**config.mk**
```make
export PLATFORM = sky130hd
export DESIGN_NAME = rom_rr_arbiter
export DESIGN_NICKNAME = d
export VERILOG_FILES = /design/src/rtl/rom_rr_arbiter.sv
export SDC_FILE = /design/constraint.sdc
export NUM_CORES = 1
export LEC_CHECK = 0
export CAP_MARGIN = 40
export CORE_MARGIN = 1
export CORE_UTILIZATION = 35
export DETAILED_ROUTE_END_ITERATION = 6
export HOLD_SLACK_MARGIN = 0.1
export PLACE_DENSITY = 0.74
export SLEW_MARGIN = 10
export SYNTH_ARGS = -nofsm -noshare
export SYNTH_HDL_FRONTEND = slang
export SYNTH_SLANG_ARGS = --single-unit
```
**constraint.sdc**
```tcl
create_clock -name clk -period 1.6 [get_ports clk]
set_input_delay 0.32 -clock clk [delete_from_list [all_inputs] [get_ports clk]]
set_output_delay 0.32 -clock clk [all_outputs]
set_load 0.01 [all_outputs]
```
**src/rtl/rom_rr_arbiter.sv**
```systemverilog
// rom_rr_arbiter: round-robin arbiter sharing one registered-read ROM among NREQ requesters.
// One access in flight at a time: IDLE accepts, READ drives the ROM, CAPTURE registers the word.
module rom_rr_arbiter #(
    parameter int NREQ = 4,
    parameter int AW   = 4,
    parameter int DW   = 4,
    parameter int IDW  = 2
) (
    input  logic                 clk,
    input  logic                 rst,
    input  logic [NREQ-1:0]      req_valid,
    input  logic [NREQ*AW-1:0]   req_addr,
    output logic [NREQ-1:0]      req_ready,
    output logic [NREQ-1:0]      rsp_valid,
    output logic [DW-1:0]        rsp_data,
    output logic [IDW-1:0]       rsp_id,
    output logic                 busy,
    output logic                 rom_en,
    output logic [AW-1:0]        rom_addr,
    input  logic [DW-1:0]        rom_dout
);
    typedef enum logic [1:0] {IDLE, READ, CAPTURE} state_t;
    state_t state_q, state_d;
    logic [IDW-1:0] rr_ptr_q, rr_ptr_d, gnt_q, gnt_d, rsp_id_q, rsp_id_d, g, idx;
    logic [AW-1:0] addr_q, addr_d;
    logic [NREQ-1:0] rsp_valid_q, rsp_valid_d;
    logic [DW-1:0] rsp_data_q, rsp_data_d;
    logic accept;
    // Scan offsets high to low so the candidate nearest rr_ptr is the last to win.
    always_comb begin
        g = '0;
        idx = '0;
        for (int k = NREQ - 1; k >= 0; k--) begin
            idx = IDW'((int'(rr_ptr_q) + k) % NREQ);
            if (req_valid[idx]) g = idx;
        end
    end
    assign accept    = rst && state_q == IDLE && |req_valid;
    assign req_ready = accept ? NREQ'(1) << g : '0;
    assign rom_en    = state_q == READ;
    assign rom_addr  = addr_q;
    assign busy      = state_q != IDLE;
    assign rsp_valid = rsp_valid_q;
    assign rsp_data  = rsp_data_q;
    assign rsp_id    = rsp_id_q;
    always_comb begin
        state_d     = state_q;
        rr_ptr_d    = rr_ptr_q;
        addr_d      = addr_q;
        gnt_d       = gnt_q;
        rsp_valid_d = '0;
        rsp_data_d  = rsp_data_q;
        rsp_id_d    = rsp_id_q;
        case (state_q)
            IDLE: if (accept) begin
                addr_d  = req_addr[g*AW +: AW];
                gnt_d   = g;
                state_d = READ;
            end
            READ: state_d = CAPTURE;
            CAPTURE: begin
                rsp_data_d  = rom_dout;
                rsp_id_d    = gnt_q;
                rsp_valid_d = NREQ'(1) << gnt_q;
                rr_ptr_d    = (gnt_q == IDW'(NREQ - 1)) ? '0 : gnt_q + 1'b1;
                state_d     = IDLE;
            end
            default: state_d = IDLE;
        endcase
    end
    always_ff @(posedge clk) begin
        if (!rst) begin
            state_q     <= IDLE;
            rr_ptr_q    <= '0;
            addr_q      <= '0;
            gnt_q       <= '0;
            rsp_valid_q <= '0;
            rsp_data_q  <= '0;
            rsp_id_q    <= '0;
        end else begin
            state_q     <= state_d;
            rr_ptr_q    <= rr_ptr_d;
            addr_q      <= addr_d;
            gnt_q       <= gnt_d;
            rsp_valid_q <= rsp_valid_d;
            rsp_data_q  <= rsp_data_d;
            rsp_id_q    <= rsp_id_d;
        end
    end
endmodule

```
==> metrics.md <==
| Metric | Value |
|---|---|
| Crit-path max FO | `5` |
| Sequential-to-total area share from yosys stat | `42.4%` |
| CTS tree | `yes` |
| Root Buffer | `clkbuf_4` |
| Post-synthesis cell type count | `26` |
| Power Dens Cells | `812 nW/um^2` |
| Final max-slew violation count | `0` |
| Diode count | `0` |
| Remaining global-route overflow | `0` |
| # setup viols final | `5` |
| Drt wl/cell | `13.6 um` |
| CP arrival | `1.56 ns` |
| Layout fillers | `229` |
| Crit end category | `output pin` |
| GRT Util Overall | `19.7%` |
| Worst-path clk slew | `0.12 ns` |
| First-pass GRT wire length | `4060 um` |
| Initial DRT Pass Iterations | `4` |
| Setup crit start kind | `primary input` |
| Routed Antenna Nets | `0` |
| I/O Buffers | `45` |
| Layout cells sized above 1 | `24.2%` |
| Layout area overhead | `70.9%` |
| Critical path class | `primary input to output pin` |
| RSZ-0062 raised after global routing | `true` |
| Deepest clock path buffer count | `2` |
| Final Util | `64.0%` |
| Initial Utilization | `37.5%` |
| DR vias | `996` |
| Worst-margin pin slew | `0.338 ns` |
| Final setup margin | `-0.279 ns` |
| Initial antenna violation count | `0` |
| NumNets Final | `193` |
| Setup Skew | `0.00422 ns` |
| Largest net degree at the start of global routing | `15` |
| Pre-CTS worst setup slack | `-0.921 ns` |
| Ys Warns | `0` |
| TritonCTS buffer count | `3` |
| Syn_nets | `133` |
| Failing checks | `negative setup slack` |
| Die ar. | `2910 um^2` |
| Clk_lat worst skew | `0.30 ns` |
| Leak Pwr | `0.649 nW` |
| Post-Synthesis Mean Instance Area | `8.91 um^2` |
| Hold_buf cts | `0` |
| Fin crit period | `1.88 ns` |
| Core area | `2520 um^2` |
| Hold WC Path Type | `register to register` |
| Placed insts | `188` |
| Vias per cell | `5.11` |
| Vias in the first global route | `956` |
| Hold slack final | `0.475 ns` |
| #FFs+latches synth | `20` |
| Fmax | `532 MHz` |
| Tot Pwr | `0.00131 W` |
| DRT iter0 DRCs | `22` |
| Row cnt | `18` |
| CTS H-tree lvls | `1` |
| Fin crit share | `117%` |
| Status | `finished, violations left` |
| I/O pin count | `46` |
| Slew margin rel. | `77.4%` |
| Gp weighted congestion | `0.767` |
| Die height | `54.0 um` |
| Worst vdd ir | `0.000584 V` |
| Mapped Area | `945 um^2` |
| Detailed Route WL | `2650 um` |
| Clock sinks | `20` |
| Drc violations | `0` |
| Mapped Cells | `106` |
| Hold Violations, Final | `0` |
| CP Data Required Time | `1.28 ns` |
| Die W | `54.0 um` |
| Final non-filler cell total | `195` |
| HPWL Detailed | `1940 um` |
| Max-cap violations | `0` |
==> final timing paths <==
check | startpoint | to | slack (ns) | depth (start not counted)
worst max-delay path | req_valid[2] | req_ready[3] | -0.28 | 5
worst max register to register | rr_ptr_q[0]$_SDFFE_PN0N_ | rom_addr[1]$_SDFFE_PN0P_ | 0 | 7
worst min-delay path | rsp_data[2]$_SDFFE_PN0N_ | rsp_data[2]$_SDFFE_PN0N_ | 0.48 | 2
worst min register to register | rsp_data[2]$_SDFFE_PN0N_ | rsp_data[2]$_SDFFE_PN0N_ | 0.48 | 2
==> per-layer routing <==
layer	up-vias	track usage, %	share of wire (%)
li1	489	-	-
met1	474	20.0	40
met2	29	36.6	55
met3	4	4.24	4.0
met4	0	11.0	1.3
met5	-	0	0
==> cell usage after synthesis <==
library cell / instances / area share, %
nor2_1: 5 / 2.0
nand2b_1: 2 / 1.3
o31a_4: 1 / 1.9
nand2_1: 24 / 9.5
nor2b_1: 6 / 4.0
or4_1: 1 / 0.79
ha_1: 1 / 1.3
inv_1: 1 / 0.40
o22a_2: 1 / 1.1
and3_1: 1 / 0.66
mux2i_1: 6 / 6.4
and2b_1: 3 / 2.4
dfxtp_1: 20 / 42
and2_1: 2 / 1.3
and3_2: 1 / 0.79
and4_1: 1 / 0.93
buf_6: 1 / 1.2
a21boi_0: 7 / 5.6
o221ai_1: 4 / 3.7
and2b_2: 1 / 0.93
a21oi_1: 1 / 0.53
a22oi_1: 4 / 3.2
nor3_1: 5 / 2.6
nor3b_1: 3 / 2.4
clkbuf_1: 3 / 1.2
a2bb2oi_2: 1 / 1.6
==> cells in the final DEF, fill, tap and decap left out, drive strengths merged, types with 2 or more instances in the layout <==
cell           instances
a21boi                 7
a22oi                  4
and2                   2
and2b                  4
and3                   2
buf                   18
clkbuf                 3
clkdlybuf4s15          4
clkdlybuf4s50         34
dfxtp                 20
dlygate4sd2            2
mux2i                  6
nand2                 24
nand2b                 2
nor2                   5
nor2b                  6
nor3                   5
nor3b                  3
o221ai                 4
==> final cells by class <==
cell class,instances,area (um^2),share of cell area (%)
Clock inverter,1,30.0,1.86
Timing Repair Buffer,59,561,34.7
Clock buffer,3,22.5,1.40
Tap cell,30,37.5,2.33
Inverter,1,3.75,0.233
Multi-Input combinational cell,81,557,34.5
Sequential cell,20,403,25.0
==> registers in the layout, indices dropped and copies added, names as in the netlist <==
register   flops
rsp_valid      4
rsp_data       4
gnt_q          2
rr_ptr_q       2
rsp_id         2
state_q        2
rom_addr       4
==> report_power, final <==
group          internal [W]  leakage, nW  switching [W]
Sequential         0.000529        0.164      0.0000263
Clock              0.000253       0.0279       0.000168
Combinational      0.000199        0.457       0.000135
Total              0.000981        0.649       0.000329
==> per-stage QoR <==
stage / setup TNS (ns) / instance area, um^2
after detailed placement: -6.76 / 1490
after global placement: -6.53 / 1490
after CTS: -0.994 / 1600
after global routing: -1.57 / 1610
after floorplan: -0.355 / 945
final: -1.04 / 1610
==> logic make-up after synthesis <==
| logic type | synth area share, % |
|---|---|
| AO/OA/AOI/OAI | 17.5 |
| adder cells (fa/ha/maj) | 1.32 |
| buffers and inverters | 2.78 |
| flip-flops | 42.4 |
| multiplexers | 6.36 |
| AND/OR/NAND/NOR | 29.7 |
==> worst max-delay path: stages <==
cell             delay [ns]
clkdlybuf4s15_2        0.21
or4_4                  0.55
and3_4                 0.19
and3_2                 0.18
buf_6                  0.11
==> timing repair <==
item,CTS,global route
resized for setup,41,5
buffers inserted,3,0
pin swaps,6,2
setup endpoints to repair,10,10
Power figures use the tool's default switching activity.
